$ cat config.mk
export PLATFORM = sky130hd
export DESIGN_NAME = multicycle_controller
export DESIGN_NICKNAME = d
export VERILOG_FILES = /design/src/rtl/riscv_mc_pkg.sv /design/src/rtl/alu_decoder.sv /design/src/rtl/multicycle_controller.sv
export SDC_FILE = /design/constraint.sdc
export NUM_CORES = 1
export LEC_CHECK = 0
export ABC_CLOCK_PERIOD_IN_PS = 1200
export CORE_MARGIN = 4
export CORE_UTILIZATION = 30
export DETAILED_ROUTE_END_ITERATION = 12
export GPL_ROUTABILITY_DRIVEN = 1
export HOLD_SLACK_MARGIN = 0.05
export PLACE_DENSITY = 0.7
export SYNTH_ARGS = -nofsm -noshare
export SYNTH_HDL_FRONTEND = slang
export SYNTH_SLANG_ARGS = --single-unit
$ cat constraint.sdc
create_clock -name clk -period 1.2 [get_ports clk]
set_input_delay 0.18 -clock clk [delete_from_list [all_inputs] [get_ports clk]]
set_output_delay 0.18 -clock clk [all_outputs]
set_load 0.01 [all_outputs]
$ cat src/rtl/riscv_mc_pkg.sv
// Shared encodings for the multicycle RV32I controller: FSM states, opcodes and
// the datapath select/ALU codes driven by the controller.
package riscv_mc_pkg;

    typedef enum logic [3:0] {
        S_FETCH,
        S_DECODE,
        S_MEM_ADR,
        S_MEM_READ,
        S_MEM_WB,
        S_MEM_WRITE,
        S_EXEC_R,
        S_EXEC_I,
        S_ALU_WB,
        S_JAL,
        S_JALR,
        S_BRANCH,
        S_LUI
    } state_e;

    localparam logic [6:0] OP_LOAD   = 7'b0000011;
    localparam logic [6:0] OP_STORE  = 7'b0100011;
    localparam logic [6:0] OP_R      = 7'b0110011;
    localparam logic [6:0] OP_I_ALU  = 7'b0010011;
    localparam logic [6:0] OP_JAL    = 7'b1101111;
    localparam logic [6:0] OP_JALR   = 7'b1100111;
    localparam logic [6:0] OP_BRANCH = 7'b1100011;
    localparam logic [6:0] OP_LUI    = 7'b0110111;

    localparam logic [2:0] ALU_ADD = 3'b000;
    localparam logic [2:0] ALU_SUB = 3'b001;
    localparam logic [2:0] ALU_AND = 3'b010;
    localparam logic [2:0] ALU_OR  = 3'b011;
    localparam logic [2:0] ALU_SLT = 3'b101;

    localparam logic [1:0] RES_ALUOUT = 2'b00;
    localparam logic [1:0] RES_DATA   = 2'b01;
    localparam logic [1:0] RES_ALU    = 2'b10;
    localparam logic [1:0] RES_IMM    = 2'b11;

    localparam logic [1:0] SRCA_PC    = 2'b00;
    localparam logic [1:0] SRCA_OLDPC = 2'b01;
    localparam logic [1:0] SRCA_RS1   = 2'b10;

    localparam logic [1:0] SRCB_RS2  = 2'b00;
    localparam logic [1:0] SRCB_IMM  = 2'b01;
    localparam logic [1:0] SRCB_FOUR = 2'b10;

    localparam logic [2:0] IMM_I = 3'b000;
    localparam logic [2:0] IMM_S = 3'b001;
    localparam logic [2:0] IMM_B = 3'b010;
    localparam logic [2:0] IMM_J = 3'b011;
    localparam logic [2:0] IMM_U = 3'b100;

    // Immediate format implied by the opcode; unknown opcodes fall back to I.
    function automatic logic [2:0] imm_for_op(input logic [6:0] op);
        case (op)
            OP_STORE:  return IMM_S;
            OP_BRANCH: return IMM_B;
            OP_JAL:    return IMM_J;
            OP_LUI:    return IMM_U;
            default:   return IMM_I;
        endcase
    endfunction

endpackage

$ cat src/rtl/alu_decoder.sv
// ALU operation decode for R-type and I-type ALU instructions; funct7b5 only
// selects sub when the instruction is R-type.
import riscv_mc_pkg::*;

module alu_decoder (
    input  logic       i_r_type,
    input  logic [2:0] i_funct3,
    input  logic       i_funct7b5,
    output logic [2:0] o_alu_control
);

    // NOTE: combinational blocks assign a default first so no path leaves the output unassigned (no latch).
    always_comb begin
        o_alu_control = ALU_ADD;
        case (i_funct3)
            3'b000:  o_alu_control = (i_r_type && i_funct7b5) ? ALU_SUB : ALU_ADD;
            3'b010:  o_alu_control = ALU_SLT;
            3'b110:  o_alu_control = ALU_OR;
            3'b111:  o_alu_control = ALU_AND;
            default: o_alu_control = ALU_ADD;
        endcase
    end

endmodule

$ cat src/rtl/multicycle_controller.sv
// Main control FSM of the multicycle RV32I core. Define MC_INSTRET_EN to build
// the retired-instruction counter and its instret port.
import riscv_mc_pkg::*;

module multicycle_controller #(
  parameter int CNT_W = 32
) (
  input  logic             clk,
  input  logic             rst,
  input  logic [6:0]       op,
  input  logic [2:0]       funct3,
  input  logic             funct7b5,
  input  logic             zero,
  output logic             pc_write,
  output logic             ir_write,
  output logic             adr_src,
  output logic             mem_write,
  output logic             reg_write,
  output logic [1:0]       result_src,
  output logic [1:0]       alu_src_a,
  output logic [1:0]       alu_src_b,
  output logic [2:0]       imm_src,
  output logic [2:0]       alu_control,
  output logic             illegal
`ifdef MC_INSTRET_EN
  ,
  output logic [CNT_W-1:0] instret
`endif
);

  state_e     state;
  logic       r_type;
  logic [2:0] alu_dec;
  logic       pc_update;
  logic       branch;
  logic       taken;
  logic       ir_write_s;
  logic       mem_write_s;
  logic       reg_write_s;
  logic       illegal_s;

  assign r_type = (state == S_EXEC_R);

  alu_decoder u_alu_decoder (
    .i_r_type      (r_type),
    .i_funct3      (funct3),
    .i_funct7b5    (funct7b5),
    .o_alu_control (alu_dec)
  );

  // NOTE: sequential state uses non-blocking assignments so every flop samples pre-edge values.
  always_ff @(posedge clk or posedge rst) begin
    if (rst) begin
      state <= S_FETCH;
    end else begin
      case (state)
        S_FETCH:  state <= S_DECODE;
        S_DECODE: begin
          case (op)
            OP_LOAD, OP_STORE: state <= S_MEM_ADR;
            OP_R:              state <= S_EXEC_R;
            OP_I_ALU:          state <= S_EXEC_I;
            OP_JAL:            state <= S_JAL;
            OP_JALR:           state <= S_JALR;
            OP_BRANCH:         state <= S_BRANCH;
            OP_LUI:            state <= S_LUI;
            default:           state <= S_FETCH;
          endcase
        end
        S_MEM_ADR: begin
          if (op == OP_LOAD) state <= S_MEM_READ;
          else               state <= S_MEM_WRITE;
        end
        S_MEM_READ: state <= S_MEM_WB;
        S_EXEC_R:   state <= S_ALU_WB;
        S_EXEC_I:   state <= S_ALU_WB;
        S_JALR:     state <= S_JAL;
        S_JAL:      state <= S_ALU_WB;
        default:    state <= S_FETCH;
      endcase
    end
  end

  always_comb begin
    pc_update   = 1'b0;
    branch      = 1'b0;
    ir_write_s  = 1'b0;
    mem_write_s = 1'b0;
    reg_write_s = 1'b0;
    illegal_s   = 1'b0;
    adr_src     = 1'b0;
    result_src  = RES_ALUOUT;
    alu_src_a   = SRCA_PC;
    alu_src_b   = SRCB_RS2;
    imm_src     = IMM_I;
    alu_control = ALU_ADD;
    case (state)
      S_FETCH: begin
        ir_write_s = 1'b1;
        pc_update  = 1'b1;
        alu_src_b  = SRCB_FOUR;
        result_src = RES_ALU;
      end
      S_DECODE: begin
        alu_src_a = SRCA_OLDPC;
        alu_src_b = SRCB_IMM;
        imm_src   = imm_for_op(op);
        illegal_s = !(op inside {OP_LOAD, OP_STORE, OP_R, OP_I_ALU,
                                 OP_JAL, OP_JALR, OP_BRANCH, OP_LUI});
      end
      S_MEM_ADR: begin
        alu_src_a = SRCA_RS1;
        alu_src_b = SRCB_IMM;
        imm_src   = (op == OP_STORE) ? IMM_S : IMM_I;
      end
      S_MEM_READ: adr_src = 1'b1;
      S_MEM_WB: begin
        result_src  = RES_DATA;
        reg_write_s = 1'b1;
      end
      S_MEM_WRITE: begin
        adr_src     = 1'b1;
        mem_write_s = 1'b1;
      end
      S_EXEC_R: begin
        alu_src_a   = SRCA_RS1;
        alu_control = alu_dec;
      end
      S_EXEC_I: begin
        alu_src_a   = SRCA_RS1;
        alu_src_b   = SRCB_IMM;
        alu_control = alu_dec;
      end
      S_ALU_WB: reg_write_s = 1'b1;
      S_JALR: begin
        alu_src_a = SRCA_RS1;
        alu_src_b = SRCB_IMM;
      end
      S_JAL: begin
        alu_src_a = SRCA_OLDPC;
        alu_src_b = SRCB_FOUR;
        pc_update = 1'b1;
      end
      S_BRANCH: begin
        alu_src_a   = SRCA_RS1;
        branch      = 1'b1;
        alu_control = (funct3[2]) ? ALU_SLT : ALU_SUB;
      end
      S_LUI: begin
        imm_src     = IMM_U;
        result_src  = RES_IMM;
        reg_write_s = 1'b1;
      end
      default: ;
    endcase
  end

  // blt uses slt, so a non-zero ALU result means rs1 < rs2.
  always_comb begin
    case (funct3)
      3'b000:  taken = zero;
      3'b001:  taken = !zero;
      3'b100:  taken = !zero;
      3'b101:  taken = zero;
      default: taken = 1'b0;
    endcase
  end

  // Reset holds the FSM in FETCH, so enables are masked until it releases.
  assign pc_write  = !rst && (pc_update || (branch && taken));
  assign ir_write  = !rst && ir_write_s;
  assign mem_write = !rst && mem_write_s;
  assign reg_write = !rst && reg_write_s;
  assign illegal   = !rst && illegal_s;

`ifdef MC_INSTRET_EN
  logic             retire;
  logic [CNT_W-1:0] instret_q;

  assign retire = (state inside {S_MEM_WB, S_MEM_WRITE, S_ALU_WB, S_BRANCH, S_LUI});

  always_ff @(posedge clk or posedge rst) begin
    if (rst)         instret_q <= '0;
    else if (retire) instret_q <= instret_q + CNT_W'(1);
  end

  assign instret = instret_q;
`endif

endmodule
==> qor.txt <==
Area growth syn-to-layout = 120.6%
Top reg by flops = state
top flop regs = state: 4 flops
Comb power frac = 79.6%
Slew @ Worst Pin = 0.2706 ns
slowest CP cell = dfrtp_2
TritonCTS Buffers = 3
period utilization = 140.3%
Mapped Cells = 90
Max-Cap Viols = 0
Final GP Congestion = 0.8714
Clock Sinks = 4
Synth Flop Type = dfrtp_1
final net count = 182
PortBufs = 31
Reg clk slew, reported paths = 0.04 ns
post-synth top area cell = dfrtp_1
Data arrival, critical path = 1.50 ns
failing checks = negative setup slack
ant diodes = 0
Critical Path End Type = output port
CP Max Fanout = 5
Worst Setup Path Type = reg2out
Final min period = 1.683 ns
DR pass1 iterations = 4
syn nets = 104
hold violation count in the final report = 0
P_int = 1.082 mW
Starting DRT DRC Count = 12
Power, Total = 1.776 mW
final std cell area, no fill = 1513 sq um
crit-path leading delay family = simple AND/OR/NAND/NOR gates
max reg flops = 4
drt drc = 0
Yosys cell types = 45
Clock Tree Root = clkbuf_4
Worst Hold Class = in2async
Post-DP Area = 1286 sq um
Data required, critical path = 1.02 ns
die height = 55.81 microns
power density over the cells = 1174 nW/um^2
initial antenna violation count = 0
Peak VDD IR = 738.6 uV
Worst R2R End = state[2]
startpoint class of the critical path = flip-flop
Lkg Pwr = 0.7279 nW
Setup crit start = state[2]
htree depth = 1
Initial Utilization = 31.30%
area of the mapped netlist = 685.7 sq um
Sw Share = 39.05%
vias in the first global route = 977
R2R Setup Slk = -0.24 ns
Post-synth EDFFs = 0
Routed Antenna Nets = 0
fraction of registers with async set/reset = 100.0%
die width = 55.81 microns
Max Freq = 0.5940 GHz
All-Layer GR Usage = 17.27%
top post-synthesis cells by area = dfrtp_1 (15%), xnor2_1 (6.4%), nand4_1 (5.5%)
CTS tree = built
Synth top area share = 14.60%
remaining global-route overflow = 0
DP Wirelength = 1.900 mm
worst skew pair latency = 0.24 ns
sequential share of power = 10.7%
Psw = 0.6934 mW
Setup Viol. Count Final = 22
Routed WL per cell = 13.86 microns
Core ar. = 2191 sq um
RSZ-0062 raised after global routing = yes
first-pass GRT wire length = 4.402 mm
Clock Path Buffers = 2
status = complete, but fails checks
synth cell count leaders = nand2_1 (8), inv_1 (6), nand4_1 (6), nor2b_1 (5), xnor2_1 (5)
Yosys reg bits = 4
buffers plus inverters on the worst setup path = 3
number of top-level design ports = 32
Slew Viols, Final = 0
Setup WS post-layout = -0.4834 ns
worst stage delay on the critical path = 0.43 ns
largest net degree at the start of global routing = 12
Fin Clk Skew = 0.007745 ns
Post-CTS Hold Buffers = 0
Mapped Avg Cell Area = 7.618 sq um
top-count cell post-synth = nand2_1
die area = 3114 sq um
sequential element share of the synthesized area = 14.60%
via/cell ratio = 5.160
vias post-DR = 1001
Routed WL = 2.688 mm
Worst R2R Path Depth = 7
clock share of power = 9.7%
CP Cell Sequence = nor4b_4 -> buf_4 -> buf_6 -> and4_1 -> buf_2
worst relative slew slack = 81.71%
setup TNS = -7.564 ns
layout cells sized above 1 = 62.65%
RR Startpoint = state[2]
Std-Cell Rows = 17
YS warnings = 0
-- routing by layer --
metal	up-vias	track usage (%)	wire length, microns
met5	-	0	0
met4	0	5.208	33
met3	4	4.408	204
met2	43	32.43	1400
met1	465	18.66	1049
li1	489	-	-
-- tightest hold or removal path, stage by stage --
cell,delay (ns)
clkdlybuf4s50_1,0.48
inv_1,0.20
buf_4,0.17
-- power by group through the flow --
stage	Sequential [mW]	Clock [mW]	Combinational, mW
after floorplan	0.172	0	0.586
after CTS	0.191	0.176	1.29
final	0.191	0.172	1.41
after global placement	0.184	0	1.10
after detailed placement	0.185	0	1.12
after global routing	0.194	0.189	1.52
-- area by class of cell --
| type | count | area [sq um] |
|---|---|---|
| repair buffers | 80 | 663.1 |
| fillers | 163 | 678.2 |
| inverters | 6 | 22.52 |
| well taps | 28 | 35.03 |
| clock buffers | 3 | 22.52 |
| multi-input cells | 73 | 666.9 |
| flip-flops and latches | 4 | 102.6 |
-- worst max-delay path by stage --
stage                       to  cells after the start
global placement       illegal                      5
floorplan             pc_write                      4
detailed placement     illegal                      5
global route        imm_src[0]                      6
CTS                 imm_src[0]                      6
finish                 illegal                      5
-- logic make-up (layout without fill, tap and decap cells) --
kind of cell           count (synthesis)  in the layout  synth area share, %
XOR/XNOR                               6              6                7.664
AO/OA/AOI/OAI                         16             16                17.70
buffers and inverters                 13             89                9.305
flip-flops                             4              4                14.60
AND/OR/NAND/NOR                       51             51                50.73
-- metrics by stage --
step / hold WS (ns) / utilization [%] / setup WS [ns] / cells
floorplan: -0.02592 / - / -0.09898 / 90
global placement: 0.7134 / 58.71 / -0.9353 / 174
detailed placement: 0.6817 / 58.71 / -0.9838 / 174
CTS: 0.4440 / 64.13 / -0.4983 / 187
global route: 0.4869 / 69.05 / -0.5797 / 194
finish: 0.4685 / 69.05 / -0.4834 / 194
-- placed cells by master (no fill, tap or decap), types with 2 or more instances in the layout --
cell,n
buf_4,32
buf_6,18
buf_2,16
clkdlybuf4s50_1,9
inv_1,6
nand4_1,6
nand2_1,6
nor2_1,4
xnor2_1,4
nor3b_2,4
clkbuf_4,3
dlygate4sd2_1,3
nor2b_1,2
and3_1,2
and2b_2,2
nand3_2,2
nor2b_4,2
o211ai_1,2
o31ai_2,2
dfrtp_1,2
dfrtp_2,2
-- timing repair --
action,4_1_cts,5_1_grt
setup endpoints to repair,22,22
cloned,0,0
pin swaps,16,10
buffers inserted,10,8
gates resized for setup,99,14
Power figures use the tool's default switching activity.
